<file path="config.mk">
export PLATFORM = sky130hd
export DESIGN_NAME = adel_imem_loader
export DESIGN_NICKNAME = d
export VERILOG_FILES = /design/src/rtl/adel_pkg.sv /design/src/rtl/adel_imem.sv /design/src/rtl/adel_imem_loader.sv
export SDC_FILE = /design/constraint.sdc
export NUM_CORES = 1
export LEC_CHECK = 0
export CAP_MARGIN = 0
export CORE_ASPECT_RATIO = 0.6
export CORE_MARGIN = 5
export CORE_UTILIZATION = 45
export DETAILED_ROUTE_END_ITERATION = 8
export SYNTH_ARGS = -nofsm -noshare
export SYNTH_HDL_FRONTEND = slang
export SYNTH_HIERARCHICAL = 1
export SYNTH_SLANG_ARGS = --single-unit
</file>
<file path="constraint.sdc">
create_clock -name clk -period 3.2 [get_ports clk]
set_clock_uncertainty 0.1 [all_clocks]
set_input_delay 0.64 -clock clk [delete_from_list [all_inputs] [get_ports clk]]
set_output_delay 0.64 -clock clk [all_outputs]
set_load 0.1 [all_outputs]
</file>
<file path="src/rtl/adel_pkg.sv">
// Shared definitions for the adel core and its instruction-fetch neighbour:
// default NOP word, loader state encoding and instruction field positions.
package adel_pkg;

    localparam logic [15:0] NOP_INST = 16'hE000;

    typedef enum logic [1:0] {
        IDLE,
        LOAD_LO,
        LOAD_HI,
        RUN
    } loader_state_t;

    // Instruction field positions, shared with the core's decoder
    localparam int OPC_MSB = 15;
    localparam int OPC_LSB = 13;
    localparam int RD_MSB  = 12;
    localparam int RD_LSB  = 10;
    localparam int RS_MSB  = 9;
    localparam int RS_LSB  = 7;
    localparam int IMM_MSB = 7;
    localparam int IMM_LSB = 0;

endpackage

</file>
<file path="src/rtl/adel_imem.sv">
// DEPTH x 16 instruction store: async reset to NOP, one synchronous write port
// and one combinational read port that returns NOP for any out-of-range pc.
module adel_imem
    import adel_pkg::*;
#(
    parameter int          DEPTH    = 32,
    parameter logic [15:0] NOP_WORD = NOP_INST,
    localparam int         AW       = $clog2(DEPTH)
) (
    input  logic          clk,
    input  logic          nrst,
    input  logic          we,
    input  logic [AW-1:0] waddr,
    input  logic [15:0]   wdata,
    input  logic [15:0]   pc,
    output logic [15:0]   inst
);

    logic [15:0] mem [DEPTH];

    always_ff @(posedge clk or negedge nrst) begin
        if (!nrst) begin
            for (int i = 0; i < DEPTH; i++) begin
                mem[i] <= NOP_WORD;
            end
        end else if (we) begin
            mem[waddr] <= wdata;
        end
    end

    // The full pc is range-checked so high addresses never alias onto low words
    assign inst = (pc < 16'(DEPTH)) ? mem[pc[AW-1:0]] : NOP_WORD;

endmodule

</file>
<file path="src/rtl/adel_imem_loader.sv">
// Instruction memory plus byte-stream program loader for the adel core; keeps
// the core in reset until a complete program has been written.
module adel_imem_loader
    import adel_pkg::*;
#(
    parameter int          DEPTH    = 32,
    parameter logic [15:0] NOP_WORD = NOP_INST,
    localparam int         AW       = $clog2(DEPTH)
) (
    input  logic          clk,
    input  logic          nrst,
    input  logic          load_start,
    input  logic          ld_valid,
    output logic          ld_ready,
    input  logic [7:0]    ld_data,
    input  logic          ld_last,
    input  logic [15:0]   pc,
    output logic [15:0]   inst,
    output logic          core_nrst,
    output logic          load_done,
    output logic          load_err,
    output logic [AW:0]   load_words
);

    loader_state_t state;
    logic [7:0]    lo_byte;
    logic [AW:0]   waddr;
    logic          accept;
    logic          in_range;
    logic          wr_en;

    // load_start takes priority, so a byte offered in the same cycle is refused
    assign ld_ready   = ((state == LOAD_LO) || (state == LOAD_HI)) && !load_start;
    assign accept     = ld_valid && ld_ready;
    assign in_range   = waddr < (AW + 1)'(DEPTH);
    assign wr_en      = accept && (state == LOAD_HI) && in_range;
    assign load_words = waddr;

    always_ff @(posedge clk or negedge nrst) begin
        if (!nrst) begin
            state     <= IDLE;
            lo_byte   <= 8'h00;
            waddr     <= '0;
            core_nrst <= 1'b0;
            load_done <= 1'b0;
            load_err  <= 1'b0;
        end else begin
            load_done <= 1'b0;
            if (load_start) begin
                state     <= LOAD_LO;
                lo_byte   <= 8'h00;
                waddr     <= '0;
                load_err  <= 1'b0;
                core_nrst <= 1'b0;
            end else begin
                case (state)
                    LOAD_LO: begin
                        if (accept) begin
                            lo_byte <= ld_data;
                            state   <= LOAD_HI;
                        end
                    end
                    LOAD_HI: begin
                        if (accept) begin
                            // Overflowing words are still accepted so the stream never stalls
                            if (in_range) begin
                                waddr <= waddr + 1'b1;
                            end else begin
                                load_err <= 1'b1;
                            end
                            if (ld_last) begin
                                state     <= RUN;
                                load_done <= 1'b1;
                                core_nrst <= 1'b1;
                            end else begin
                                state <= LOAD_LO;
                            end
                        end
                    end
                    default: ;
                endcase
            end
        end
    end

    adel_imem #(
        .DEPTH    (DEPTH),
        .NOP_WORD (NOP_WORD)
    ) u_imem (
        .clk   (clk),
        .nrst  (nrst),
        .we    (wr_en),
        .waddr (waddr[AW-1:0]),
        .wdata ({ld_data, lo_byte}),
        .pc    (pc),
        .inst  (inst)
    );

endmodule
</file>
==> results of run 1 <==
==> through the flow <==
| stage | cell area (um2) | TNS [ps] | power, mW | cells |
|---|---|---|---|---|
| 6_report | 29700 | 0 | 14.0 | 2441 |
| 5_1_grt | 29700 | -57.3 | 14.5 | 2441 |
| 4_1_cts | 29500 | -90.9 | 14.2 | 2424 |
| 3_5_place_dp | 27400 | -2000 | 7.77 | 2321 |
| 3_3_place_gp | 27400 | -1840 | 7.75 | 2321 |
| 2_1_floorplan | 24900 | -3620 | 7.33 | 1539 |
==> sequential cells by signal, summed over array words and instances (netlist names) <==
signal and cells:
load_words 6, load_done 1, u_imem/mem 512, core_nrst 1, load_err 1, lo_byte 8
state 2
==> synthesized netlist by cell type, types with 5 or more instances <==
library cell | n | share of area, %
sky130_fd_sc_hd__dfstp_2 | 96 | 10
sky130_fd_sc_hd__nand3_1 | 6 | 0.12
sky130_fd_sc_hd__mux2_2 | 510 | 23
sky130_fd_sc_hd__mux4_2 | 112 | 10
sky130_fd_sc_hd__nand3b_1 | 10 | 0.31
sky130_fd_sc_hd__nand2b_1 | 10 | 0.25
sky130_fd_sc_hd__o21ai_1 | 9 | 0.18
sky130_fd_sc_hd__nor3_1 | 5 | 0.10
sky130_fd_sc_hd__dfrtp_1 | 435 | 44
sky130_fd_sc_hd__nor2_1 | 19 | 0.29
sky130_fd_sc_hd__mux4_1 | 13 | 1.4
sky130_fd_sc_hd__mux2i_1 | 42 | 1.7
sky130_fd_sc_hd__o22ai_1 | 24 | 0.61
sky130_fd_sc_hd__a21oi_1 | 5 | 0.10
sky130_fd_sc_hd__clkbuf_1 | 65 | 0.99
sky130_fd_sc_hd__buf_2 | 45 | 0.92
sky130_fd_sc_hd__buf_4 | 10 | 0.31
sky130_fd_sc_hd__nand2_1 | 24 | 0.37
sky130_fd_sc_hd__buf_6 | 13 | 0.60
sky130_fd_sc_hd__a22o_1 | 12 | 0.43
sky130_fd_sc_hd__a2111oi_2 | 10 | 0.61
==> path summary, 6_finish.rpt <==
| path | start | end | slack (ps) | depth (start not counted) |
|---|---|---|---|---|
| max in group asynchronous | nrst | u_imem/mem[303] | 1500 | 3 |
| worst max-delay path | pc[14] | inst[4] | 30 | 6 |
| worst min register to register | u_imem/mem[103] | u_imem/mem[103] | 400 | 1 |
| worst min-delay path | u_imem/mem[103] | u_imem/mem[103] | 400 | 1 |
| worst max register to register | state[0] | u_imem/mem[470] | 330 | 8 |
| min in group asynchronous | nrst | u_imem/mem[288] | 580 | 2 |
==> cell families (layout without fill, tap and decap cells) <==
group | after synthesis | count (layout) | share of synthesized area [%]
multiplexers | 681 | 681 | 37.1
flip-flops | 531 | 531 | 54.6
buffers and inverters | 141 | 329 | 3.13
AND/OR/NAND/NOR | 111 | 111 | 2.70
AO/OA/AOI/OAI | 72 | 72 | 2.32
adder cells (fa/ha/maj) | 3 | 3 | 0.153
==> where the power goes <==
part           leakage, nW  switching (mW)  internal, mW
clock                0.855            2.62          3.67
combinational         5.95           0.486         0.358
sequential            7.06           0.122          6.75
total                 13.9            3.23          10.8
==> repair_timing <==
action                                 in CTS  in global routing
setup buffers                               3                 16
hold buffers                                1                  0
cloned                                      6                  2
gates resized for setup                    34                 13
setup endpoints to repair                  16                 15
endpoints found under the hold margin      21                  0
pin swaps                                   8                  6
==> metal layers <==
layer  vias to the layer above  global-route usage [%]  routed length [um]
li1                       6078                       -                   -
met4                         0                    4.10                1140
met5                         -                       0                   0
met2                       321                    32.1               27900
met3                        86                    4.31                3610
met1                      7858                    34.6               32300
==> cell type report <==
| type | instances | area (um2) | area share, % |
|---|---|---|---|
| Tap cell | 714 | 893 | 3.01 |
| Inverter | 4 | 15.0 | 0.0505 |
| Multi-Input combinational cell | 867 | 10800 | 36.3 |
| Sequential cell | 531 | 13400 | 45.1 |
| Timing Repair Buffer | 232 | 2880 | 9.70 |
| Clock buffer | 80 | 1570 | 5.27 |
| Clock inverter | 13 | 174 | 0.585 |
==> key figures, run 1 <==
Status
  • Outcome: completed

STA
  • Final WS setup: 25.8 ps
  • Worst-margin pin slew: 1220 ps
  • Final hold vios: 0
  • Final period utilization: 99.2%
  • Post-layout minimum cycle time: 3170 ps
  • Slew Limit Headroom: 19.0%
  • Final-report max-slew violation count: 0
  • # setup viols final: 0
  • Setup repair after global routing missed its margin: true
  • Final hold slack: 396 ps
  • Achievable clock frequency: 0.315 GHz

CTS
  • Worst-case clock buffer depth: 3
  • Clock slew at the register clock pins of the worst setup and hold paths: 60 ps
  • Number of buffers created by CTS: 50
  • Buffer type at the clock tree root: sky130_fd_sc_hd__clkbuf_16
  • Clock insertion delay at the later pin of the skew report: 580 ps
  • H-tree depth reported by CTS: 2
  • TritonCTS clock tree: done
  • Clock Sink Count: 531

Die
  • Core ar.: 0.0541 mm2
  • Die Width: 312 um
  • I/O pins: 55
  • Initial standard-cell utilization of the core: 45.4%
  • Die Outline Area: 0.0595 mm2
  • Die boundary height: 191 um
  • Placement row count: 66

Pwr
  • P_leak: 13.9 nW
  • Worst ir drop on vdd: 0.000389 V
  • Cell area power density: 472 mW/mm2

Synth
  • Sequential element share of the synthesized area: 54.6%
  • Number of enable-type register cells in the synthesized netlist: 0
  • Synth Cell Area: 0.0245 mm2
  • Synth Flop Type: sky130_fd_sc_hd__dfrtp_1
  • Gate Count Post-Synth: 1539
  • FFs w/ async S/R, synth: 100%
  • Avg Inst Size Synth: 16.0 um2
  • Nets in the synthesized netlist: 1571
  • Flop and latch count out of synthesis: 531
  • Number of warning messages in the yosys log: 6
  • Count of different cell masters after synthesis: 51

Placement
  • HPWL reported at the end of detailed placement: 40.9 mm
  • Global placement routability congestion: 0.784
  • Worst setup slack after placement: -258 ps
  • Port Buf Inserts: 54

Setup path
  • Required time worst endpoint: 2460 ps
  • Crit-path leading delay family: buffers and inverters
  • Critical path's most frequent cell: sky130_fd_sc_hd__buf_12
  • Buffers & Inverters on Critical Path: 3
  • Signal arrival time at the worst endpoint: 2430 ps
  • Largest stage delay on the critical path: 480 ps
  • Type of destination of the critical path: output port
  • Cells traversed along the worst timing path: clkdlybuf4s50_1 > nor4_2 > nand3_2 > buf_12 > a2111oi_4 > buf_12
  • Crit-path max FO: 13
  • Slowest cell on crit path: sky130_fd_sc_hd__a2111oi_4
  • Critical path class: in -> out
  • Critical path startpoint category: input pin

Flow run
  • Max-cap violations: 0

Final layout
  • Fillers: 4340
  • Util after Layout: 54.9%
  • Leading cell type in the layout, fill and taps excluded: sky130_fd_sc_hd__mux2_2
  • Share of post-route cells with drive strength above 1: 62.4%
  • Leading cell types in the layout, fill and taps excluded: sky130_fd_sc_hd__mux2_2, sky130_fd_sc_hd__dfrtp_1, sky130_fd_sc_hd__buf_4
  • Area grow syn2layout: 21.1%
  • Number of nets at the end of the flow: 1718
  • Antenna diodes: 0

Detailed routing
  • First-pass detailed-route iteration total: 5
  • DRC: 0
  • Violation count after the first detailed-route iteration: 891
  • Routed length per placed instance: 26.6 um
  • Total via count after detailed routing: 14343
  • Detailed-route wire length: 65.0 mm
  • Post-route ant nets: 0
  • Via-to-Cell Ratio: 5.88

GRT
  • First-pass GRT wire length: 99.4 mm
  • Largest net degree at the start of global routing: 78
  • Number of antenna violations at the first check in global routing: 1
  • Global-route congestion overflow total: 0
  • Vias in the first global route: 15085
  • Combined global-route utilization of all metal layers: 22.0%

Hold path
  • Type of the most critical hold path: reg -> reg
(Power assumes the default switching activity.)
==> run 2, diff against run 1 <==
--- a/config.mk
+++ b/config.mk
@@ -7,7 +7,7 @@
 export LEC_CHECK = 0
 export CAP_MARGIN = 0
 export CORE_ASPECT_RATIO = 0.6
-export CORE_MARGIN = 5
+export CORE_MARGIN = 2
 export CORE_UTILIZATION = 45
 export DETAILED_ROUTE_END_ITERATION = 8
 export SYNTH_ARGS = -nofsm -noshare
==> key figures, run 2 (synthesis results as in run 1) <==
Status
  • Failing checks: negative hold slack, negative setup slack
  • Outcome: complete, but fails checks

GRT
  • Vias in the first global route: 14748 (-2.2%)
  • First-pass GRT wire length: 96.7 mm (-2.7%)
  • Largest net degree at the start of global routing: 85 (+9.0%)
  • Combined global-route utilization of all metal layers: 22.9% (+0.90 points)
  • Global-route congestion overflow total: 0 (unchanged)
  • Number of antenna violations at the first check in global routing: 0 (-1)

Setup path
  • Crit-path leading delay family: buffers and inverters
  • Crit-path max FO: 10 (-3)
  • Number of gates on the worst path with buffers counted: 9 (+3)
  • Critical path's most frequent cell: sky130_fd_sc_hd__buf_12
  • Required time worst endpoint: 2460 ps (about the same)
  • Signal arrival time at the worst endpoint: 2500 ps (+70 ps)
  • Largest stage delay on the critical path: 420 ps (-60 ps)
  • Worst-case reg-to-reg path depth: 8 (unchanged)
  • Slowest cell on crit path: sky130_fd_sc_hd__a2111oi_4
  • Cells traversed along the worst timing path: clkbuf_16 > buf_12 > buf_12 > buf_12 > buf_12 > mux4_2 > o22ai_2 > a2111oi_4 > buf_12
  • Critical path startpoint category: input pin
  • Source of the worst register-to-register timing path: state[0]
  • Buffers & Inverters on Critical Path: 6 (+3)
  • Critical path class: in -> out
  • Crit Reg-Reg Endpoint: u_imem/mem[470]
  • Type of destination of the critical path: output port
  • Slack of the worst reg-to-reg path: 310 ps (-20 ps)

STA
  • Worst-margin pin slew: 1200 ps (-19.4 ps)
  • Post-layout minimum cycle time: 3240 ps (+63.5 ps)
  • Setup repair after global routing missed its margin: true
  • Final hold vios: 11 (+11)
  • Achievable clock frequency: 0.309 GHz (-2.0%)
  • # setup viols final: 7 (+7)
  • Final-report max-slew violation count: 0 (unchanged)
  • Slew Limit Headroom: 20.3% (+1.3 points)
  • Final WS setup: -37.7 ps (-63.5 ps)
  • Final period utilization: 101% (+2.0 points)
  • Final hold slack: -22.8 ps (-419 ps)

Detailed routing
  • Violation count after the first detailed-route iteration: 904 (+1.5%)
  • DRC: 0 (unchanged)
  • Post-route ant nets: 0 (unchanged)
  • First-pass detailed-route iteration total: 4 (-1)
  • Detailed-route wire length: 63.2 mm (-2.7%)
  • Routed length per placed instance: 26.0 um (-2.3%)
  • Total via count after detailed routing: 14162 (-1.3%)
  • Via-to-Cell Ratio: 5.83 (-0.86%)

Final layout
  • Non-filler cells in the finished layout: 2431 (-0.41%)
  • Max reg flops: 512 (unchanged)
  • Util after Layout: 55.2% (+0.29 points)
  • Fillers: 4292 (-1.1%)
  • Leading cell types in the layout, fill and taps excluded: sky130_fd_sc_hd__mux2_2, sky130_fd_sc_hd__dfrtp_1, sky130_fd_sc_hd__mux4_2
  • Antenna diodes: 0 (unchanged)
  • Leading cell type in the layout, fill and taps excluded: sky130_fd_sc_hd__mux2_2
  • Number of nets at the end of the flow: 1709 (-0.52%)
  • Register area: 0.0134 mm2 (unchanged)
  • Register with the most flip-flops: u_imem/mem
  • Share of post-route cells with drive strength above 1: 62.8% (+0.42 points)
  • Area grow syn2layout: 21.5%
  • Multi-input combinational cell area: 0.0109 mm2 (+1.3%)

Pwr
  • Pwr Total: 13.9 mW (-0.48%)
  • Net switching component of the power: 3.25 mW (+0.49%)
  • P_leak: 13.8 nW (-0.25%)
  • Cell area power density: 468 mW/mm2 (-0.84%)
  • Sw Share: 23.3% (+0.22 points)
  • Reg power frac: 49.2% (about the same)
  • Worst ir drop on vdd: 0.000400 V (+2.9%)
  • Internal power: 10.7 mW (-0.77%)
  • Proportion of power drawn by the clock network: 44.4% (-0.5 points)
  • Combinational cell fraction of total power: 6.3% (+0.3 points)

Die
  • I/O pins: 55 (unchanged)
  • Die Width: 306 um (-1.9%)
  • Initial standard-cell utilization of the core: 45.5% (+0.069 points)
  • Die boundary height: 185 um (-3.1%)
  • Placement row count: 66 (unchanged)
  • Die Outline Area: 0.0565 mm2 (-5.0%)
  • Core ar.: 0.0540 mm2 (-0.15%)

CTS
  • Worst-case clock buffer depth: 3 (unchanged)
  • TritonCTS clock tree: done
  • Buffer type at the clock tree root: sky130_fd_sc_hd__clkbuf_16
  • Clock slew at the register clock pins of the worst setup and hold paths: 60 ps (about the same)
  • Clock insertion delay at the later pin of the skew report: 580 ps (about the same)
  • Number of buffers added to fix hold violations after cts: 0 (-1)
  • Number of buffers created by CTS: 51 (+2.0%)
  • H-tree depth reported by CTS: 2 (unchanged)
  • Clock Sink Count: 531 (unchanged)

Hold path
  • Type of the most critical hold path: in -> async

Flow run
  • Max-cap violations: 0 (unchanged)

Placement
  • HPWL reported at the end of detailed placement: 40.1 mm (-2.0%)
  • Placed insts: 2323 (+0.086%)
  • Global placement routability congestion: 0.768 (-2.0%)
  • Port Buf Inserts: 54 (unchanged)
## run 2: metal layers
layer / vias to the layer above / part of all wire, % / global-route usage (%)
li1: 6056 / - / -
met1: 7781 / 50 / 35.4
met2: 265 / 44 / 34.7
met3: 60 / 4.2 / 3.49
met4: 0 / 1.2 / 3.68
met5: - / 0 / 0
## run 2: worst max-delay path by stage
| stage | start | slack [ps] | endpoint |
|---|---|---|---|
| after detailed placement | pc[0] | -130 | inst[7] |
| after global placement | pc[2] | -130 | inst[9] |
| after CTS | pc[0] | -50 | inst[9] |
| after global routing | pc[0] | -80 | inst[1] |
| after floorplan | pc[0] | -250 | inst[4] |
| final | pc[0] | -40 | inst[3] |
## run 2: cell type report
| type | instances | area share, % |
|---|---|---|
| flip-flops and latches | 531 | 44.9 |
| multi-input cells | 867 | 36.6 |
| repair buffers | 222 | 9.70 |
| clock buffers | 80 | 5.22 |
| well taps | 714 | 2.99 |
| clock inverters | 13 | 0.470 |
| inverters | 4 | 0.0503 |
## run 2: timing repair
| action | 4_1_cts | 5_1_grt |
|---|---|---|
| gates cloned | 4 | 1 |
| pin swaps | 26 | 12 |
| resized for setup | 56 | 22 |
| setup endpoints to repair | 16 | 16 |
| setup buffers | 16 | 2 |
## run 2: power by group through the flow
stage,clock network [mW],logic (mW),registers (mW)
2_1_floorplan,0,0.433,6.90
3_3_place_gp,0,0.787,6.98
3_5_place_dp,0,0.798,6.99
4_1_cts,6.34,0.876,6.86
5_1_grt,6.66,0.949,6.87
6_report,6.20,0.883,6.87
## run 2: stage by stage
step	worst slack [ps]	area [um2]	setup TNS, ps	hold WS (ps)
floorplan	-253	24900	-3620	244
global placement	-130	27500	-1110	378
detailed placement	-131	27500	-1460	386
CTS	-52.1	29700	-372	5.20
global route	-80.6	29800	-682	12.1
finish	-37.7	29800	-102	-22.8
## run 2: worst register-to-register path, cell delays in order, from the launching register on
cell                        delay (ps)
sky130_fd_sc_hd__dfrtp_1           340
sky130_fd_sc_hd__inv_1              60
sky130_fd_sc_hd__ha_1              330
sky130_fd_sc_hd__nand4bb_4         230
sky130_fd_sc_hd__nor2_1            310
sky130_fd_sc_hd__nand2_1           120
sky130_fd_sc_hd__nor2_1            290
sky130_fd_sc_hd__nand2_2           510
sky130_fd_sc_hd__mux2_2            470
